[config.mk]
export PLATFORM = sky130hd
export DESIGN_NAME = and_or_pipeline
export DESIGN_NICKNAME = d
export VERILOG_FILES = /design/src/rtl/and_or_pipeline_pkg.sv /design/src/rtl/pipe_reg_stage.sv /design/src/rtl/and_or_pipeline.sv
export SDC_FILE = /design/constraint.sdc
export NUM_CORES = 1
export LEC_CHECK = 0
export CORE_MARGIN = 4
export CORE_UTILIZATION = 40
export CTS_CLUSTER_DIAMETER = 120
export DETAILED_ROUTE_END_ITERATION = 10
export PLACE_DENSITY = 0.74
export SLEW_MARGIN = 5
export SYNTH_ARGS = -nofsm -noshare
export SYNTH_HDL_FRONTEND = slang
export SYNTH_SLANG_ARGS = --single-unit
[constraint.sdc]
create_clock -name clk -period 2 [get_ports clk]
set_clock_uncertainty 0.2 [all_clocks]
set_input_delay 0.4 -clock clk [delete_from_list [all_inputs] [get_ports clk]]
set_output_delay 0.4 -clock clk [all_outputs]
set_load 0.02 [all_outputs]
[src/rtl/and_or_pipeline_pkg.sv]
// Shared constants and payload type for the and_or_pipeline datapath.
// The payload struct is width-generic through a macro because packages cannot take parameters.
`ifndef AND_OR_PAYLOAD_T
`define AND_OR_PAYLOAD_T(W) struct packed { logic [(W)-1:0] x; logic [(W)-1:0] y; }
`endif

package and_or_pipeline_pkg;
  localparam int MODE_FUSED = 0;
  localparam int MODE_SPLIT = 1;

  typedef `AND_OR_PAYLOAD_T(8) payload8_t;
endpackage

[src/rtl/pipe_reg_stage.sv]
// One valid/ready payload register. It accepts new data whenever it is empty
// or its current beat leaves this cycle, so a full chain still streams at one beat per cycle.
module pipe_reg_stage #(
  parameter int W = 16
) (
  input  logic         clk,
  input  logic         rst_n,
  input  logic         in_valid,
  output logic         in_ready,
  input  logic [W-1:0] in_data,
  output logic         out_valid,
  input  logic         out_ready,
  output logic [W-1:0] out_data
);

  assign in_ready = !out_valid || out_ready;

  always_ff @(posedge clk or negedge rst_n) begin
    if (!rst_n) begin
      out_valid <= 1'b0;
      out_data  <= '0;
    end else if (in_ready) begin
      out_valid <= in_valid;
      if (in_valid) out_data <= in_data;
    end
  end

endmodule

[src/rtl/and_or_pipeline.sv]
// Pipelined x = a & b, y = x | c datapath with valid/ready handshaking.
// MODE_SPLIT combines c with the x of the previously accepted beat instead of the current one.
module and_or_pipeline
  import and_or_pipeline_pkg::*;
#(
  parameter int WIDTH  = 8,
  parameter int STAGES = 2,
  parameter int MODE   = MODE_FUSED
) (
  input  logic                        clk,
  input  logic                        rst_n,
  input  logic                        in_valid,
  output logic                        in_ready,
  input  logic [WIDTH-1:0]            a,
  input  logic [WIDTH-1:0]            b,
  input  logic [WIDTH-1:0]            c,
  output logic                        out_valid,
  input  logic                        out_ready,
  output logic [WIDTH-1:0]            x,
  output logic [WIDTH-1:0]            y,
  output logic [$clog2(STAGES+1)-1:0] out_count
);

  localparam int CW = $clog2(STAGES + 1);

  typedef `AND_OR_PAYLOAD_T(WIDTH) payload_t;

  // Index k is the link feeding stage k; index STAGES is the output port.
  logic     sv [STAGES+1];
  logic     sr [STAGES+1];
  payload_t sd [STAGES+1];

  logic [WIDTH-1:0] x_prev;
  logic [WIDTH-1:0] x_n;
  logic [WIDTH-1:0] y_n;
  logic             acc;
  logic             free;

  assign x_n = a & b;
  assign y_n = (MODE == MODE_SPLIT) ? (x_prev | c) : (x_n | c);

  assign sv[0]      = in_valid;
  assign sd[0]      = '{x: x_n, y: y_n};
  assign in_ready   = sr[0];
  assign sr[STAGES] = out_ready;
  assign out_valid  = sv[STAGES];
  assign x          = sd[STAGES].x;
  assign y          = sd[STAGES].y;

  assign acc  = in_valid && sr[0];
  assign free = out_valid && out_ready;

  for (genvar k = 0; k < STAGES; k++) begin : g_stage
    pipe_reg_stage #(.W(2 * WIDTH)) u_stage (
      .clk       (clk),
      .rst_n     (rst_n),
      .in_valid  (sv[k]),
      .in_ready  (sr[k]),
      .in_data   (sd[k]),
      .out_valid (sv[k+1]),
      .out_ready (sr[k+1]),
      .out_data  (sd[k+1])
    );
  end

  always_ff @(posedge clk or negedge rst_n) begin
    if (!rst_n) begin
      x_prev <= '0;
    end else if (acc) begin
      x_prev <= x_n;
    end
  end

  // Tracks stage occupancy on the same edge the valids move.
  always_ff @(posedge clk or negedge rst_n) begin
    if (!rst_n) begin
      out_count <= '0;
    end else begin
      out_count <= out_count + CW'(acc) - CW'(free);
    end
  end

endmodule

==> reports/results.ini, run 1 <==
[place]
place_inst = 206
port_buffers = 47
place_area_um2 = 2050
dpl.hpwl_mm = 2.53
gp_congestion = 0.756

[clock_tree]
clkSinkCount = 36
clk_pin_slew_ps = 60
root_buffer = clkbuf_8
cts_htree_levels = 2
cts_tree = yes
numCtsBuffers = 5
cts_buffer_depth = 2
insertion_delay_ps = 280
post_cts_buffers = 0

[logic_synthesis]
synth_xor_area_share_pct = 1.19
ys_seq_area_share_pct = 61.2
synth_area_leaders = dfrtp_1, mux2_2, a21oi_1
synth.distinct_cells = 18
yosys.area.top_type_share_pct = 61.2
synth_compound_area_share_pct = 12.9
syn_nets = 139
avgSynthCellArea_um2 = 13.5
synth_area_um2 = 1470
yosys.area_share.simple_pct = 7.65
yosysWarnings = 0
synth_area_leader_cell = dfrtp_1
synth_top_family_by_area = compound AO/OA/AOI/OAI gates
synthMuxAreaShare_pct = 12.2
synthesis.instances = 109
ys_ff_latch = 36
synthAdderAreaFrac_pct = 1.70

[critical_path]
reg2reg_slack_ps = 150
reg2reg_from = g_stage[1].u_stage.out_valid$_DFFE_PN0P_
endpoint_kind = flip-flop
cp_num_buf_inv = 3
cp_max_fo = 2
r2r.worst_path.cells = 8
critPathLaunch = in_valid
crit_cells = 8
slowest_delay_ps = 490
worstPathRequired_ps = 2000
critPathTopFamily = buffers and inverters
crit_type = input port to flip-flop
cp_cell_sequence = clkdlybuf4s50_1 -> and2_4 -> inv_8 -> ha_1 -> inv_1 -> ha_1 -> xnor2_1 -> xnor2_1
worstSetupStartpointType = input port
slowest_stage = clkdlybuf4s50_1
crit_arrival_ps = 1910

[sta]
slew_violations = 0
period_share_pct = 95.7
tns_ps = 0
tightest_slew_ps = 434
hold_violations = 0
clock.fmax_mhz = 523
finalCriticalPeriod_ps = 1910
setup_violations = 0
max_slew_margin_pct = 71.1
rsz0062_at_grt = no

[layout]
fin_cells = 214
final_core_util_pct = 62.3
fillCellCount = 275
areaGrowthSynthToFinish_pct = 45.6
final_common_cell = clkdlybuf4s50_1
final_cell_area_um2 = 2140
multi_input_area_um2 = 526
antenna_cells = 0
drive_above_1_share_pct = 20.8
seq_area_um2 = 901
final_cell_mix = clkdlybuf4s50_1, dfrtp_1, a21oi_1
nets = 197

[drt]
viasPerCell = 4.94
routed_wl_mm = 3.27
vias = 1057
antenna_left = 0
drc_errors = 0
drt-initial-drc-count = 49
wl_per_cell_um = 15.3
first_pass_iters = 4

[floorplanning]
die_area_um2 = 4720
core_um2 = 3440
start_util_pct = 42.8
rows = 21
io_pins = 48
dieWidth_um = 68.7
die_y_um = 68.7

[global_route]
antenna_found_initial = 0
grt_max_degree = 37
overflow = 0
grt_pass1_vias = 1087
grt_use_total_pct = 15.1
grt_pass1_wl_mm = 5.14

[hold_path]
hold_class = flip-flop to flip-flop
hold_path_depth = 1
hp-start = g_stage[0].u_stage.out_data[10]$_DFFE_PN0P_

[power]
ir_worst_vdd_mv = 0.414
p_leak_uw = 0.000944
p_total_uw = 2070
powerDensity_nw_per_um2 = 965

[job]
cap_violations = 0

[outcome]
outcome = completed

-- path summary, 6_finish.rpt --
path / end
hold / removal: g_stage[0].u_stage.out_data[10]$_DFFE_PN0P_
setup reg to reg: out_count[1]$_DFF_PN0_
max in group asynchronous: g_stage[0].u_stage.out_data[5]$_DFFE_PN0P_
min in group asynchronous: g_stage[1].u_stage.out_data[11]$_DFFE_PN0P_
hold reg to reg: g_stage[0].u_stage.out_data[10]$_DFFE_PN0P_
setup / recovery: out_count[1]$_DFF_PN0_
-- state kept, by name, indices dropped and copies added, names as in the netlist --
register / flops
g_stage.u_stage.out_valid: 2
g_stage.u_stage.out_data: 32
out_count: 2
-- logic make-up after synthesis --
group / count (synthesis)
DFF: 36
AOI/OAI and AO/OA: 32
muxes: 16
and+or+nand+nor: 15
buffers and inverters: 6
xor gates and xnor gates: 2
adders and majority gates: 2
-- cell type report --
type	instances	area share (%)
clock buffers	8	4.20
inverters	2	0.700
multi-input cells	67	24.5
flip-flops and latches	36	42.0
well taps	46	2.68
repair buffers	55	25.9
-- synthesized netlist by cell type --
cell type and number:
nand2_2 1, dfrtp_1 36, and2_4 1, inv_8 1
mux2_2 16, and2_1 1, buf_6 2, xnor2_1 2
inv_1 1, nand3b_4 1, nand2b_1 2, and3_1 8
ha_1 2, nand2b_2 1, a21oi_1 24, buf_2 1
clkbuf_1 1, a22o_1 8
-- report_power, final --
part / switching (uW) / leakage (uW) / total [uW] / internal (uW)
registers: 77.2 / 0.000424 / 938 / 861
clock network: 223 / 0.0000455 / 504 / 280
logic: 280 / 0.000475 / 626 / 347
total: 580 / 0.000944 / 2070 / 1490
-- routing by layer --
layer	vias to the layer above	share of wire, %	wire length, um	GRT usage (%)
li1	512	-	-	-
met1	520	42	1370	17.4
met2	23	53	1750	25.7
met4	0	0.83	27	5.71
met3	2	3.9	126	4.86
met5	-	0	0	0
-- metrics by stage --
stage / setup WS, ps / hold WS [ps]
2_1_floorplan: 7.26 / -95.6
3_3_place_gp: -296 / 284
3_5_place_dp: -337 / 291
4_1_cts: 14.7 / 306
5_1_grt: 44.9 / 312
6_report: 86.6 / 301
-- timing repair --
| action | CTS | global route |
|---|---|---|
| resized for setup | 2 | 1 |
| hold endpoints to repair | 0 | 0 |
| endpoints found under the setup margin | 2 | 1 |
| pin swaps | 2 | 0 |
| hold buffers | 0 | 0 |
(Power assumes the default switching activity.)
==> run 2: changes to the inputs <==
CORE_UTILIZATION = 42   (was 40)
PLACE_DENSITY = 0.75   (was 0.74)
SYNTH_HIERARCHICAL = 1   (was unset)
==> run 2 against run 1 <==
  * Global-route usage down 2.5 points
  * Worst hold slack better by 3.8 ps
  * Via count down 7.5%
  * Final cell count down 3.7%
  * Critical path depth down 7
  * Highest routed layer unchanged
==> reports/results.ini, run 2 <==
[layout]
areaGrowthSynthToFinish_pct = 40.1
reg_top3 = g_stage.u_stage/out_data (32), g_stage.u_stage/out_valid (2), out_count (2)
seq_area_um2 = 901  ; unchanged
largest_reg_flops = 32  ; unchanged
final_common_cell = clkdlybuf4s50_1
antenna_cells = 0  ; unchanged
final_cell_area_um2 = 2260  ; +5.4%
final_cell_mix = clkdlybuf4s50_1, dfrtp_1, mux2_4
nets = 187  ; -5.1%
drive_above_1_share_pct = 33.5  ; +13 points
multi_input_area_um2 = 672  ; +28%
top_register = g_stage.u_stage/out_data
fillCellCount = 307  ; +12%

[logic_synthesis]
synth_compound_area_share_pct = 3.72  ; -9.2 points
syn_nets = 128  ; -7.9%
synth_area_leaders = dfrtp_1, mux2_4, mux2_2
async_flop_share_pct = 100  ; unchanged
yosysWarnings = 6  ; +6
synthAdderAreaFrac_pct = 1.55  ; -0.15 points
avgSynthCellArea_um2 = 16.5  ; +22%
synthesis.instances = 98  ; -10%
synthTopCellsByCount = dfrtp_1, mux2_4, mux2_2, and2_1, a21o_1
synth-edff-count = 0  ; unchanged
synth.distinct_cells = 13  ; -5
synth_top_family_by_area = multiplexers
synth_ff_type = dfrtp_1
synth.most_common_cell = dfrtp_1
synth_area_leader_cell = dfrtp_1
synth_xor_area_share_pct = 1.47  ; +0.28 points
synth_area_um2 = 1610  ; +9.6%
synthMuxAreaShare_pct = 27.0  ; +15 points
yosys.area.top_type_share_pct = 55.8  ; -5.4 points
ys_seq_area_share_pct = 55.8  ; -5.4 points
yosys.area_share.simple_pct = 7.75  ; +0.11 points
ys_ff_latch = 36  ; unchanged

[job]
cap_violations = 0  ; unchanged

[power]
powerDensity_nw_per_um2 = 957  ; -0.83%
ir_worst_vdd_mv = 0.631  ; +52%
p_leak_uw = 0.00107  ; +13%

[global_route]
overflow = 0  ; unchanged
grtUsageMet1_pct = 14.0  ; -3.4 points
grt_pass1_wl_mm = 4.84  ; -5.9%
grt_pass1_vias = 1065  ; -2.0%
antenna_found_initial = 0  ; unchanged
grt_use_total_pct = 12.6  ; -2.5 points
grt_max_degree = 37  ; unchanged
met2_usage_pct = 21.0  ; -4.8 points
use_met3_pct = 6.04  ; +1.2 points
busiest_layer = met2

[sta]
max_slew_margin_pct = 70.7  ; -0.34 points
setup_violations = 0  ; unchanged
slew_violations = 0  ; unchanged
tns_ps = 0  ; unchanged
finalCriticalPeriod_ps = 1900  ; -12.8 ps
period_share_pct = 95.0  ; -0.64 points
clock.fmax_mhz = 526  ; +0.68%
rsz0062_at_grt = no
hold_violations = 0  ; unchanged
hold-worst-slack_ps = 305  ; +3.85 ps
setup_slack_ps = 99.4  ; +12.8 ps
tightest_slew_ps = 439  ; +5.06 ps

[floorplanning]
rows = 22  ; +4.8%
dieWidth_um = 70.0  ; +1.9%
start_util_pct = 43.8  ; +0.97 points
core_um2 = 3690  ; +7.2%
die_area_um2 = 4900  ; +3.9%
io_pins = 48  ; unchanged
die_y_um = 70.0  ; +1.9%

[clock_tree]
clkSinkCount = 36  ; unchanged
insertion_delay_ps = 280  ; about the same
cts_tree = yes
post_cts_buffers = 0  ; unchanged
numCtsBuffers = 5  ; unchanged
clk_pin_slew_ps = 70  ; about the same
root_buffer = clkbuf_8
cts_buffer_depth = 2  ; unchanged
cts_htree_levels = 2  ; unchanged

[drt]
vias = 978  ; -7.5%
viasPerCell = 4.75  ; -3.9%
routed_wl_mm = 2.76  ; -16%
wl_per_cell_um = 13.4  ; -12%
first_pass_iters = 2  ; -2
drt-initial-drc-count = 17  ; -65%
drc_errors = 0  ; unchanged
antenna_left = 0  ; unchanged

[place]
gp_congestion = 0.685  ; -9.4%
dpl.hpwl_mm = 2.03  ; -20%
place_area_um2 = 2160  ; +5.0%
dpl_worst_slack_ps = -318  ; +19.8 ps
port_buffers = 47  ; unchanged

[hold_path]
hold_class = flip-flop to flip-flop
hold_path_depth = 1  ; unchanged

[critical_path]
critPathTopFamily = buffers and inverters
worstPathRequired_ps = 1400  ; -600 ps
crit_arrival_ps = 1300  ; -610 ps
slowest_delay_ps = 620  ; +130 ps
worstSetupStartpointType = flip-flop
slowest_stage = clkdlybuf4s50_1
crit_type = flip-flop to output port
cp_num_buf_inv = 1  ; -2
crit_cells = 1  ; -7
cp_cell_sequence = clkdlybuf4s50_1
endpoint_kind = output port
cp_max_fo = 3  ; +1
r2r.worst_path.cells = 8  ; unchanged

[outcome]
outcome = completed

run 2: cell types whose count changed after synthesis, moves of 8 or more:
cell,change
and3_1,-8
a22o_1,-8
a21oi_1,-24
mux2_4,+20
and2_1,+8
a21o_1,+8
run 2: power by group:
part           internal (uW)  switching (uW)
Clock                    242             252
Combinational            432             278
Sequential               876            83.7
Total                   1550             613
run 2: metal layers:
metal,routed length [um],share of wire (%),vias to the layer above
met5,0,0,-
met4,36,1.3,0
met3,190,6.9,4
met2,1340,49,28
met1,1190,43,487
li1,-,-,459
run 2: final timing paths:
path,start,to,slack (ps)
setup reg to reg,g_stage[1].u_stage/out_valid$_DFFE_PN0P_,out_count[1]$_DFF_PN0_,110
hold / removal,g_stage[1].u_stage/out_data[1]$_DFFE_PN0P_,g_stage[1].u_stage/out_data[1]$_DFFE_PN0P_,310
hold reg to reg,g_stage[1].u_stage/out_data[1]$_DFFE_PN0P_,g_stage[1].u_stage/out_data[1]$_DFFE_PN0P_,310
min in group asynchronous,rst_n,g_stage[1].u_stage/out_data[15]$_DFFE_PN0P_,480
setup / recovery,g_stage[1].u_stage/out_valid$_DFFE_PN0P_,out_valid,100
max in group asynchronous,rst_n,g_stage[1].u_stage/out_data[8]$_DFFE_PN0P_,810
run 2: cell type report:
class,instances,area share (%)
Sequential cell,36,39.8
Multi-Input combinational cell,59,29.7
Timing Repair Buffer,54,23.7
Clock buffer,5,3.04
Tap cell,48,2.66
Clock inverter,3,0.830
Inverter,1,0.166
run 2: timing repair:
action,in CTS,in global routing
setup endpoints to repair,2,0
endpoints found under the hold margin,36,0
gates resized for setup,6,0
hold buffers,1,0
run 2: cells by family (layout without fill, tap and decap cells):
kind of cell | Yosys count | after routing
flip-flops | 36 | 36
multiplexers | 32 | 32
AND/OR/NAND/NOR | 16 | 16
AO/OA/AOI/OAI | 8 | 8
buffers and inverters | 3 | 63
adder cells (fa/ha/maj) | 2 | 2
XOR/XNOR | 1 | 1
run 2: through the flow:
| stage | total power (uW) | utilization [%] | instances |
|---|---|---|---|
| 2_1_floorplan | 1360 | - | 98 |
| 3_3_place_gp | 1680 | 58.5 | 197 |
| 3_5_place_dp | 1690 | 58.5 | 197 |
| 4_1_cts | 2200 | 61.3 | 206 |
| 5_1_grt | 2300 | 61.3 | 206 |
| 6_report | 2160 | 61.3 | 206 |
